<file path="config.mk">
export PLATFORM = sky130hd
export DESIGN_NAME = serial_subtractor
export DESIGN_NICKNAME = d
export VERILOG_FILES = /design/src/rtl/serial_subtractor.sv
export SDC_FILE = /design/constraint.sdc
export NUM_CORES = 1
export LEC_CHECK = 0
export CAP_MARGIN = 5
export CORE_UTILIZATION = 40
export DETAILED_ROUTE_END_ITERATION = 10
export PLACE_DENSITY = 0.7
export SYNTH_ARGS = -nofsm -noshare
export SYNTH_HDL_FRONTEND = slang
export SYNTH_SLANG_ARGS = --single-unit
</file>
<file path="constraint.sdc">
create_clock -name clk -period 7 [get_ports clk]
set_input_delay 1.4 -clock clk [delete_from_list [all_inputs] [get_ports clk]]
set_output_delay 1.4 -clock clk [all_outputs]
set_load 0.01 [all_outputs]
</file>
<file path="src/rtl/serial_subtractor.sv">
// serial_subtractor: digit-serial WIDTH-bit subtractor, diff = a - b - bin, DIGIT bits per clock, LSB digit first
//
// Ports:
//   clk   - rising-edge clock
//   rst   - asynchronous active-high reset
//   start - request, sampled only in IDLE
//   a, b  - minuend / subtrahend, captured on an accepted start
//   bin   - borrow-in, captured on an accepted start
//   busy  - high while digits are being processed (RUN)
//   done  - one-cycle pulse, diff/bout valid
//   diff  - registered result
//   bout  - registered final borrow-out
//   ovf   - registered signed overflow (only with SERIAL_SUBTRACTOR_OVF_EN defined)
//
// Optional feature macro: SERIAL_SUBTRACTOR_OVF_EN adds the ovf output.
module serial_subtractor #(
    parameter int WIDTH = 8,
    parameter int DIGIT = 1
) (
    input  logic             clk,
    input  logic             rst,
    input  logic             start,
    input  logic [WIDTH-1:0] a,
    input  logic [WIDTH-1:0] b,
    input  logic             bin,
    output logic             busy,
    output logic             done,
    output logic [WIDTH-1:0] diff,
`ifdef SERIAL_SUBTRACTOR_OVF_EN
    output logic             ovf,
`endif
    output logic             bout
);

    generate
        if ((WIDTH < 1) || (DIGIT < 1) || (WIDTH % DIGIT != 0)) begin : g_bad_param
            $error("serial_subtractor: DIGIT must be >= 1 and divide WIDTH exactly");
        end
    endgenerate

    localparam int N  = WIDTH / DIGIT;
    localparam int CW = (N > 1) ? $clog2(N) : 1;

    typedef enum logic [1:0] {
        IDLE = 2'd0,
        RUN  = 2'd1,
        DONE = 2'd2
    } state_t;

    state_t            state_q, state_d;
    logic [WIDTH-1:0]  a_q, a_d;
    logic [WIDTH-1:0]  b_q, b_d;
    logic              brw_q, brw_d;
    logic [CW-1:0]     cnt_q, cnt_d;
    logic [WIDTH-1:0]  res_q, res_d;
    logic [WIDTH-1:0]  diff_q, diff_d;
    logic              bout_q, bout_d;
`ifdef SERIAL_SUBTRACTOR_OVF_EN
    logic              ovf_q, ovf_d;
`endif

    logic              last_dig;
    logic [DIGIT-1:0]  a_dig;
    logic [DIGIT-1:0]  b_dig;
    logic [DIGIT:0]    dig_sub;
    logic [WIDTH-1:0]  res_upd;

    // State and datapath registers
    always_ff @(posedge clk or posedge rst) begin
        if (rst) begin
            state_q <= IDLE;
            a_q     <= '0;
            b_q     <= '0;
            brw_q   <= 1'b0;
            cnt_q   <= '0;
            res_q   <= '0;
            diff_q  <= '0;
            bout_q  <= 1'b0;
`ifdef SERIAL_SUBTRACTOR_OVF_EN
            ovf_q   <= 1'b0;
`endif
        end else begin
            state_q <= state_d;
            a_q     <= a_d;
            b_q     <= b_d;
            brw_q   <= brw_d;
            cnt_q   <= cnt_d;
            res_q   <= res_d;
            diff_q  <= diff_d;
            bout_q  <= bout_d;
`ifdef SERIAL_SUBTRACTOR_OVF_EN
            ovf_q   <= ovf_d;
`endif
        end
    end

    // Next-state logic
    always_comb begin
        state_d = state_q;
        case (state_q)
            IDLE:    state_d = start ? RUN : IDLE;
            RUN:     state_d = last_dig ? DONE : RUN;
            DONE:    state_d = IDLE;
            default: state_d = IDLE;
        endcase
    end

    // One digit of the ripple: the top bit of the (DIGIT+1)-bit difference is the borrow out
    always_comb begin
        last_dig = (cnt_q == CW'(N - 1));
        a_dig    = a_q[int'(cnt_q) * DIGIT +: DIGIT];
        b_dig    = b_q[int'(cnt_q) * DIGIT +: DIGIT];
        dig_sub  = {1'b0, a_dig} - {1'b0, b_dig} - (DIGIT + 1)'(brw_q);
        res_upd  = res_q;
        res_upd[int'(cnt_q) * DIGIT +: DIGIT] = dig_sub[DIGIT-1:0];
    end

    // Datapath next values; diff/bout/ovf only move on the edge that enters DONE
    always_comb begin
        a_d    = a_q;
        b_d    = b_q;
        brw_d  = brw_q;
        cnt_d  = cnt_q;
        res_d  = res_q;
        diff_d = diff_q;
        bout_d = bout_q;
`ifdef SERIAL_SUBTRACTOR_OVF_EN
        ovf_d  = ovf_q;
`endif
        if (state_q == IDLE && start) begin
            a_d   = a;
            b_d   = b;
            brw_d = bin;
            cnt_d = '0;
            res_d = '0;
        end
        if (state_q == RUN) begin
            brw_d = dig_sub[DIGIT];
            cnt_d = cnt_q + CW'(1);
            res_d = res_upd;
            if (last_dig) begin
                diff_d = res_upd;
                bout_d = dig_sub[DIGIT];
`ifdef SERIAL_SUBTRACTOR_OVF_EN
                ovf_d  = (a_q[WIDTH-1] != b_q[WIDTH-1]) && (res_upd[WIDTH-1] != a_q[WIDTH-1]);
`endif
            end
        end
    end

    // Outputs
    always_comb begin
        busy = (state_q == RUN);
        done = (state_q == DONE);
        diff = diff_q;
        bout = bout_q;
`ifdef SERIAL_SUBTRACTOR_OVF_EN
        ovf  = ovf_q;
`endif
    end

endmodule

</file>
==> reports/metrics.yaml, run 1 <==
grt_max_degree: 40
arrival_ns: 1.82
max_cap_violations: 0
dpl.hpwl_mm: 2.72
worst_slack_ns: 3.78
synth_area_leaders: "dfrtp_1 (47%), mux2_1 (8.7%), mux4_2 (4.4%)"
critPathLaunchType: "flip-flop"
synth_top_area_frac: 0.473
post_cts_resized: 0
crit_fanout: 14
avgSynthCellArea_um2: 12.1
nNetsFinal: 224
hp-class: "flip-flop to flip-flop"
grt_overflow_total: 0
firstDrtPassIters: 4
cts_buffers: 5
syn_inst: 170
maxSlewViolCount: 0
antenna_found_initial: 0
worstRegToRegCells: 6
fin_crit_sh: 0.460
cts_max_path_buffers: 2
drtIter0Drc: 93
io_buffers: 30
ys_types: 53
clock.fmax_ghz: 0.310
rows: 25
wl_per_cell_um: 15.5
yosysTopAreaCell: "dfrtp_1"
synth_area_um2: 2060
path_clk_slew_ns: 0.07
io_pins: 31
placed_cells: 259
syn_nets: 195
grt_use_total: 0.176
ys_seq_area_frac: 0.473
max_slew_margin: 0.530
whs_endpoint: "a_q[6]"
r2r_setup_slack_ns: 4.10
final_common_cell: "dfrtp_1"
place_ws_ns: 4.10
insertion_delay_ns: 0.30
grt_pass1_vias: 1445
final_period_minus_worst_setup_slack_ns: 3.22
layout_common_cells: "dfrtp_1 (39), clkdlybuf4s50_1 (30), mux2_1 (16), nand2_1 (15), inv_1 (8)"
cts_sinks: 39
die-area_um2: 5450
vias: 1457
fin_cells: 267
yosysWarnings: 0
crit_start: "state_q[1]"
outcome: "complete, no violations"
ir_drop_mv: 0.234
cts_max_level: 2
timing.rr.start: "cnt_q[0]"
die-height_um: 73.8
endpoint_kind: "output pin"
path_class: "flip-flop to output pin"
die-width_um: 73.8
via_per_inst: 5.46
finalSetupTns_ns: 0
ys.flop_type: "dfrtp_1"
floorplan.initialDensity: 0.426
drc: 0
finalSetupViolations: 0
grt_setup_unrepaired: "no"
synth_edf_count: 0
worstPathRequired_ns: 5.60
finalWirelength_mm: 4.15
holdBufCountCts: 0
hold_violations: 0
power_density_nw_per_um2: 509
cts_tree: "done"
fp.coreArea_um2: 4850
postCtsSetupBuffers: 0
antenna_cells: 0
globalplace.congestion: 0.757
drive_gt1_frac: 0.120
drtAntennaViolNets: 0
synthToLayoutAreaGrowth_pct: 22.7
hold_path_depth: 1
min_from: "a_q[6]"
ys_ff_latch: 39
async_flop_share: 1.00
grt_pass1_wl_mm: 7.14
worst_slew_pin_slew_ns: 0.704
finClkSkew_ns: 0.0101
r2r_end: "diff[3]"
root_buffer: "clkbuf_8"
p_leak_uw: 0.00106
-- worst max path at each step --
stage | endpoint | depth (start not counted) | slack, ns
after detailed placement | diff[3] | 6 | 4.10
after CTS | busy | 3 | 3.79
after floorplan | res_q[3] | 7 | 4.57
final | busy | 3 | 3.78
after global placement | a_q[4] | 4 | 4.13
after global routing | busy | 3 | 3.69
-- routing by layer --
layer  vias up  global-route usage  part of all wire
li1        691                   -                 -
met4         0              0.0620             0.015
met2        47               0.254              0.45
met1       713               0.254              0.48
met5         -                   0                 0
met3         6              0.0439             0.051
-- synthesized netlist by cell type (4+ instances only) --
| master | count |
|---|---|
| nand2_1 | 15 |
| buf_2 | 6 |
| mux2_1 | 16 |
| inv_1 | 8 |
| mux4_2 | 4 |
| mux2i_1 | 4 |
| o21ai_1 | 5 |
| dfrtp_1 | 39 |
| ha_1 | 4 |
-- kinds of logic (layout without fill, tap and decap cells) --
| logic type | after synthesis | after routing | synth area share |
|---|---|---|---|
| AOI/OAI and AO/OA | 40 | 40 | 0.156 |
| adders and majority gates | 5 | 5 | 0.0340 |
| buffers and inverters | 20 | 50 | 0.0509 |
| DFF | 39 | 39 | 0.473 |
| muxes | 24 | 24 | 0.150 |
| and+or+nand+nor | 42 | 42 | 0.136 |
-- registers in the layout, indices dropped and copies added (netlist names) --
name	cells
brw_q	1
b_q	8
cnt_q	3
a_q	8
diff	8
state_q	2
bout	1
res_q	8
-- stage by stage --
| stage | util | area (um^2) | total power (uW) | hold slack (ns) |
|---|---|---|---|---|
| 2_1_floorplan | - | 2060 | 898 | 0.452 |
| 3_3_place_gp | 0.495 | 2400 | 1050 | 0.463 |
| 3_5_place_dp | 0.495 | 2400 | 1070 | 0.471 |
| 4_1_cts | 0.522 | 2530 | 1300 | 0.488 |
| 5_1_grt | 0.522 | 2530 | 1390 | 0.503 |
| 6_report | 0.522 | 2530 | 1290 | 0.483 |
-- report_power, final --
part	total, uW	leakage [uW]	switching (uW)	internal [uW]
logic	662	0.000503	346	316
clock network	222	0.0000654	79.8	142
registers	405	0.000488	82.6	323
-- critical path: stages (launching register included) --
cell             delay, ns
dfrtp_1               0.42
nand2b_2              0.26
inv_2                 0.25
clkdlybuf4s50_1       0.59
-- layout make-up --
cell class / count / area [um^2]
sequential: 39 / 976
multi-input combinational: 111 / 987
fill: 431 / 2320
clock buffer: 6 / 72.6
inverter: 10 / 37.5
timing repair buffer: 32 / 315
clock inverter: 2 / 60.1
tap: 67 / 83.8
No activity file was read; power rests on OpenSTA's default activity.
==> run 2: changes to the inputs <==
Clock period 7 ns to 3.4 ns, I/O delays scaled along.
==> run 2 against run 1 <==
  * Final cell count up 0.75%
  * Clock power increased by 38%
  * Largest power group unchanged
  * Setup slack got worse by 3.2 ns
  * Sequential cell count is the same
  * Register-to-register slack got worse by 3.5 ns
  * Total power increased by 92%
  * Critical endpoint is now res_q[3]
  * Wire length fell by 5.3%
  * Hold slack improved by 0.0011 ns
  * Highest routed layer unchanged
==> reports/metrics.yaml, run 2 (same netlist as run 1, synthesis figures left out) <==
critPathLaunchType: "flip-flop"
rows: 25  # unchanged
max_slew_margin: 0.404  # -0.127
postCtsSetupBuffers: 0  # unchanged
clock.fmax_ghz: 0.359
fillers: 438  # +1.6%
grt_use_total: 0.168  # -0.00757
path_clk_slew_ns: 0.08  # about the same
netSwitchingPower_uw: 1010  # +99%
worstRegToRegCells: 5  # -1
drive_gt1_frac: 0.129  # +0.00871
drtIter0Drc: 99  # +6.5%
grt_pass1_vias: 1404  # -2.8%
p_leak_uw: 0.00104  # -1.3%
finalWirelength_mm: 3.93  # -5.3%
cts_tree: "done"
insertion_delay_ns: 0.29  # about the same
finalSetupTns_ns: 0  # unchanged
grt_overflow_total: 0  # unchanged
drc: 0  # unchanged
firstDrtPassIters: 4  # unchanged
grt_pass1_wl_mm: 6.80  # -4.8%
cts_max_level: 2  # unchanged
outcome: "complete, no violations"
fin_crit_sh: 0.819
cts_sinks: 39  # unchanged
cts_max_path_buffers: 2  # unchanged
io_buffers: 30  # unchanged
p_int_uw: 1460  # +87%
drtAntennaViolNets: 0  # unchanged
dpl_cell_area_um2: 2410  # +0.63%
cts_buffers: 5  # unchanged
worst_slew_pin_slew_ns: 0.894  # +0.189 ns
antenna_found_initial: 0  # unchanged
via_per_inst: 5.29  # -3.0%
hp-class: "flip-flop to flip-flop"
floorplan.initialDensity: 0.426  # unchanged
hold_violations: 0  # unchanged
p_sw_frac: 0.410  # +0.0156
post_cts_resized: 0  # unchanged
power.share.sequential: 0.340  # +0.026
final_common_cell: "dfrtp_1"
finClkSkew_ns: 0.00801  # -0.00212 ns
wl_per_cell_um: 14.6  # -6.0%
power_density_nw_per_um2: 990  # +94%
path_class: "flip-flop to flip-flop"
vias: 1424  # -2.3%
die-area_um2: 5450  # unchanged
globalplace.congestion: 0.789  # +4.3%
io_pins: 31  # unchanged
die-height_um: 73.8  # unchanged
whs_ns: 0.484  # +0.00106 ns
multiInputGateArea_um2: 987  # unchanged
finalSetupViolations: 0  # unchanged
final_core_util: 0.516  # -0.00671
fp.coreArea_um2: 4850  # unchanged
max_cap_violations: 0  # unchanged
die-width_um: 73.8  # unchanged
antenna_cells: 0  # unchanged
dpl.hpwl_mm: 2.82  # +3.6%
maxSlewViolCount: 0  # unchanged
ir_drop_mv: 0.335  # +43%
synthToLayoutAreaGrowth_pct: 21.2
final_cell_area_um2: 2500  # -1.3%
pwr-share-comb: 0.536  # +0.023
p_clk_frac: 0.124  # -0.048
crit_fanout: 18  # +4
grt_setup_unrepaired: "no"
worstPathRequired_ns: 3.58  # -2.02 ns
holdBufCountCts: 0  # unchanged
final_period_minus_worst_setup_slack_ns: 2.79
layout_common_cells: "dfrtp_1 (39), clkdlybuf4s50_1 (30), mux2_1 (16), nand2_1 (15), inv_1 (8)"
nNetsFinal: 226  # +0.89%
endpoint_kind: "flip-flop"
root_buffer: "clkbuf_8"
arrival_ns: 2.96  # +1.14 ns
regArea_um2: 976  # unchanged
grt_max_degree: 25  # -38%
hold_path_depth: 2  # +1
-- run 2: cell count changes in the layout (fill, tap and decap cells not counted) --
cell and change:
buf_4 +2, bufinv_16 -2, clkinv_2 +1, clkinvlp_4 +1
-- run 2: final cells by class --
| cell class | count | area share |
|---|---|---|
| tap | 67 | 0.0335 |
| clock buffer | 6 | 0.0290 |
| timing repair buffer | 34 | 0.132 |
| clock inverter | 2 | 0.00501 |
| inverter | 10 | 0.0150 |
| multi-input combinational | 111 | 0.395 |
| sequential | 39 | 0.390 |
-- run 2: power groups by stage --
stage / Sequential (uW) / Clock [uW] / Combinational (uW)
finish: 842 / 307 / 1330
global route: 872 / 335 / 1460
CTS: 844 / 315 / 1330
detailed placement: 852 / 0 / 1320
global placement: 845 / 0 / 1300
floorplan: 780 / 0 / 1070
-- run 2: worst max-delay path: stages (launching register included) --
cell	delay [ns]
dfrtp_1	0.76
mux4_2	0.59
mux2i_1	0.20
fa_1	0.55
and4bb_2	0.31
a32o_1	0.26
-- run 2: metal layers --
metal / vias to the layer above / share of wire / track usage / wire length (um)
li1: 698 / - / - / -
met5: - / 0 / 0 / 0
met4: 0 / 0.013 / 0.0577 / 51
met2: 28 / 0.44 / 0.250 / 1710
met3: 5 / 0.033 / 0.0425 / 128
met1: 693 / 0.52 / 0.238 / 2040
-- run 2: path summary, 6_finish.rpt --
check | from | endpoint | slack [ns]
worst max-delay path | cnt_q[0] | res_q[3] | 0.61
worst min-delay path | diff[1] | diff[1] | 0.48
worst max register to register | cnt_q[0] | res_q[3] | 0.61
worst min register to register | diff[1] | diff[1] | 0.48
max in group asynchronous | rst | diff[2] | 1.84
min in group asynchronous | rst | b_q[3] | 0.88
-- run 2: per-stage QoR --
stage	worst slack, ns	cells	power, uW
finish	0.615	269	2470
global route	0.389	269	2660
CTS	0.590	269	2490
detailed placement	0.608	261	2170
global placement	0.675	261	2150
floorplan	0.973	170	1850
==> RTL edit 1 (settings of run 2) <==
The parameter `WIDTH` goes from 8 to 16.
--- a/src/rtl/serial_subtractor.sv
+++ b/src/rtl/serial_subtractor.sv
@@ -14,7 +14,7 @@
 //
 // Optional feature macro: SERIAL_SUBTRACTOR_OVF_EN adds the ovf output.
 module serial_subtractor #(
-    parameter int WIDTH = 8,
+    parameter int WIDTH = 16,
     parameter int DIGIT = 1
 ) (
     input  logic             clk,
Ports: changed (resized a, b and diff); port bits go from 31 to 55. The function was not compared with the original's and may differ.
==> RTL edit 1 against run 2 <==
Power is 78% higher; setup slack worse by 0.17 ns; wire length is 97% higher; sequential cell count is 33 higher; critical path depth is 4 higher; design area is 80% higher; synthesized area is 76% higher.
==> RTL edit 1: results (changes against run 2) <==
- The flow ran to the end, and the final reports show no timing, DRC or antenna violations.
- The worst slew margin relative to its limit is 49.1% (+8.7 points).
- The worst vdd rail ir drop is 0.000429 V (+28%).
- The cell area after placement is 4280 µm² (+77%).
- The minimum hold slack was 0.480 ns (-0.00390 ns).
- The H-tree level count is 3 (+1).
- The number of iterations in the first detailed-routing pass was 5 (+1).
- The combinational group share of total power is 49.8% (-3.8 points).
- The most common cell after layout, fill and taps aside is sky130_fd_sc_hd__nand2_1.
- The starting DRC count in detailed routing was 144 (+45%).
- The mux cell area share after synthesis came to 8.55% (-6.5 points).
- The net load switching power is 1.83 mW (+80%).
- The most critical setup path has its endpoint at res_q[15].
- The post-synthesis net count came to 434 (+120%).
- The routed via count divided by cell count is 5.19 (-2.0%).
- The terminating pin of the worst hold path is b_q[13].
- The placed instance count was 537 (+110%).
- The leakage power came to 2.08 nW (+99%).
- The arithmetic-cell share of the synthesized area counting full adders, half adders and majority gates is 2.62% (-0.78 points).
- The worst hold path begins at b_q[13].
- The critical path starts at cnt_q[1].
- The final worst clock skew is 0.0111 ns (+0.00308 ns).
- The final weighted congestion of routability-driven global placement is 0.833 (+5.5%).
- Sorting the synthesized cells by how often they occur yields sky130_fd_sc_hd__nand2_1 (125), sky130_fd_sc_hd__dfrtp_1 (72), sky130_fd_sc_hd__mux2i_1 (22), sky130_fd_sc_hd__o21ai_0 (20), sky130_fd_sc_hd__inv_1 (15).
- The unique cell type count in the Yosys netlist is 51 (-3.8%).
- The number of buffers inserted during clock tree synthesis is 9 (+4).
- The total number of vias is 2,868 (+100%).
- The reg2reg setup slack is 0.45 ns (-0.17 ns).
- The wire length of the first global-routing pass is 13,300 µm (+96%).
- The xor and xnor fraction of the mapped netlist area is 0.241% (+0.24 points).
- The highest clock frequency the design can meet is 338 MHz (-5.7%).
- The cell count of the worst reg-to-reg path came to 9 (+4).
- The area fraction in compound gates after synthesis came to 13.3% (-2.3 points).
- The summed negative setup slack over all endpoints came to 0 ns (unchanged).
- The count of cells along the worst hold path is 2 (unchanged).
- The arrival time at the worst endpoint is 3.22 ns (+0.26 ns).
- The post-detailed-placement half-perimeter wirelength is 5440 µm (+93%).
- The worst-skew pair later-pin latency is 0.35 ns (+0.06 ns).
- The aggregate global-route resource usage is 17.4% (+0.63 points).
- The count of input and output buffers was 54 (+80%).
- The fraction of layout instances using a drive strength above 1 is 8.31% (-4.6 points).
- The total clock network power came to 0.752 mW (+140%).
- The sequential-to-total area share from yosys stat was 49.6% (+2.3 points).
- The post-placement worst setup slack is 0.438 ns (-0.170 ns).
[RTL edit 1: cell types whose count changed after synthesis, moves of 7 or more]
cell,delta
sky130_fd_sc_hd__nor2_1,+8
sky130_fd_sc_hd__o21ai_0,+20
sky130_fd_sc_hd__inv_1,+7
sky130_fd_sc_hd__a21oi_1,+12
sky130_fd_sc_hd__mux2_1,-16
sky130_fd_sc_hd__nand3_1,+9
sky130_fd_sc_hd__mux2i_1,+18
sky130_fd_sc_hd__clkbuf_1,+12
sky130_fd_sc_hd__nand2_1,+110
sky130_fd_sc_hd__dfrtp_1,+33
[RTL edit 1: metal layers]
metal  routed length (µm)  global-route usage (%)  up-vias
met5                    0                       0        -
met4                  112                    6.11        0
met3                  289                    3.02        9
met2                 3690                    29.2       63
met1                 3640                    22.8     1360
li1                     -                       -     1436
[RTL edit 1: area by class of cell]
type | instances | area, µm² | share of cell area, %
repair buffers | 63 | 633 | 14.1
clock inverters | 6 | 92.6 | 2.06
well taps | 108 | 135 | 3.00
clock buffers | 10 | 128 | 2.83
inverters | 17 | 63.8 | 1.42
flip-flops and latches | 72 | 1800 | 40.0
multi-input cells | 277 | 1650 | 36.6
[RTL edit 1: worst max-delay path, stage by stage, from the launching register on]
cell,delay [ns]
sky130_fd_sc_hd__dfrtp_1,0.53
sky130_fd_sc_hd__and2b_1,0.27
sky130_fd_sc_hd__a221oi_1,0.35
sky130_fd_sc_hd__o21a_1,0.18
sky130_fd_sc_hd__a221oi_1,0.05
sky130_fd_sc_hd__fa_1,0.74
sky130_fd_sc_hd__nand2_1,0.09
sky130_fd_sc_hd__nor2_1,0.31
sky130_fd_sc_hd__nand2_1,0.16
sky130_fd_sc_hd__o22ai_1,0.20
==> RTL edit 2 (flow settings as in run 2) <==
Made on the original files. Encoding of `state_t`: now one-hot (3 bits for 3 states).
--- a/src/rtl/serial_subtractor.sv
+++ b/src/rtl/serial_subtractor.sv
@@ -41,10 +41,10 @@
     localparam int N  = WIDTH / DIGIT;
     localparam int CW = (N > 1) ? $clog2(N) : 1;
 
-    typedef enum logic [1:0] {
-        IDLE = 2'd0,
-        RUN  = 2'd1,
-        DONE = 2'd2
+    typedef enum logic [2:0] {
+        IDLE = 3'b001,
+        RUN  = 3'b010,
+        DONE = 3'b100
     } state_t;
 
     state_t            state_q, state_d;
Behaviour: same outputs for any inputs over 10 cycles, from zero or initial values and one cycle with rst high; not proved beyond that.
==> RTL edit 2 against run 2 <==
Setup slack got worse by 0.14 ns; critical path depth down 2; design area up 4.5%; count of clock-buffer cells in the layout did not move; sequential cell count increased by 1; register-to-register slack better by 0.03 ns; largest cell class unchanged; clock skew barely moved; synthesized area grew 2.6%; wire length grew 8.1%; critical path type is now reg2out; global-route usage up 1.0 points.
Power is not compared: it rests on default switching activity, and its combinational part moved more than twofold at a synthesized area within 25%.
==> RTL edit 2: results (changes against run 2) <==
- The buffer count excluding the clock tree in the final layout was 35 (+2.9%).
- The synthesized instance count was 222 (+31%).
- The minimum hold slack is 0.479 ns (-0.00459 ns).
- The number of global-route vias before repair is 1,620 (+15%).
- The clock sink total is 40 (+2.6%).
- The aggregate global-route resource usage is 17.8% (+1.0 points).
- The multi-input logic portion of the cell area is 38.8% (-0.65 points).
- The met3 usage came to 4.15% (-0.10 points).
- The slowest stage of the critical path belongs to the cell sky130_fd_sc_hd__or3b_1.
- The total number of vias is 1,666 (+17%).
- The post-synthesis net count came to 250 (+28%).
- The maximum number of pins on one net before global-route repair is 41 (+64%).
- The register area is 1000 µm² (+2.7%).
- The global routing usage on met1 came to 23.3% (-0.46 points).
- The run finished with clean final reports.
- The cell area after placement is 2480 µm² (+2.7%).
- The cell count of the worst reg-to-reg path is 7 (+2).
- The sequential-to-total area share from yosys stat came to 47.3% (about the same).
- The area enclosed by the die boundary is 5590 µm² (+2.5%).
- The final worst clock skew is 0.00790 ns (-0.000113 ns).
- The mux cell area share after synthesis is 5.67% (-9.4 points).
- The post-placement worst setup slack is 0.711 ns (+0.103 ns).
- The post-detailed-placement half-perimeter wirelength is 2940 µm (+4.5%).
- In this run the critical register-to-register path is captured at diff[4].
- The terminating pin of the worst hold path is diff[5].
- The kind of cell with the highest combined delay along the critical path is buffers and inverters.
- The global routing met2 resource utilization is 29.2% (+4.3 points).
- The area fraction in compound gates after synthesis is 12.0% (-3.6 points).
- After synthesis, the most frequently instantiated cells are sky130_fd_sc_hd__nand2_1 (63), sky130_fd_sc_hd__dfrtp_1 (39), sky130_fd_sc_hd__nand3_1 (19), sky130_fd_sc_hd__o211ai_1 (11), sky130_fd_sc_hd__inv_1 (9).
[RTL edit 2: cell types whose count changed after synthesis, moves of 4 or more]
cell,change
sky130_fd_sc_hd__nand2_1,+48
sky130_fd_sc_hd__nand4_1,+6
sky130_fd_sc_hd__o21ai_1,-4
sky130_fd_sc_hd__mux2_1,-16
sky130_fd_sc_hd__o311ai_0,+5
sky130_fd_sc_hd__o211ai_1,+8
sky130_fd_sc_hd__nand3_1,+19
sky130_fd_sc_hd__clkbuf_1,+6
[RTL edit 2: how the worst max path moves through the flow]
stage	to	slack, ns	depth (start not counted)
detailed placement	diff[4]	0.71	7
floorplan	diff[2]	0.84	9
finish	busy	0.47	3
global placement	busy	0.79	3
CTS	busy	0.47	3
global route	busy	0.37	3
[RTL edit 2: power by group]
| part | switching [mW] | internal [mW] | leakage, nW |
|---|---|---|---|
| logic | 0.375 | 0.272 | 0.565 |
| registers | 0.0831 | 0.601 | 0.525 |
| clock network | 0.157 | 0.293 | 0.0654 |
| total | 0.615 | 1.17 | 1.15 |
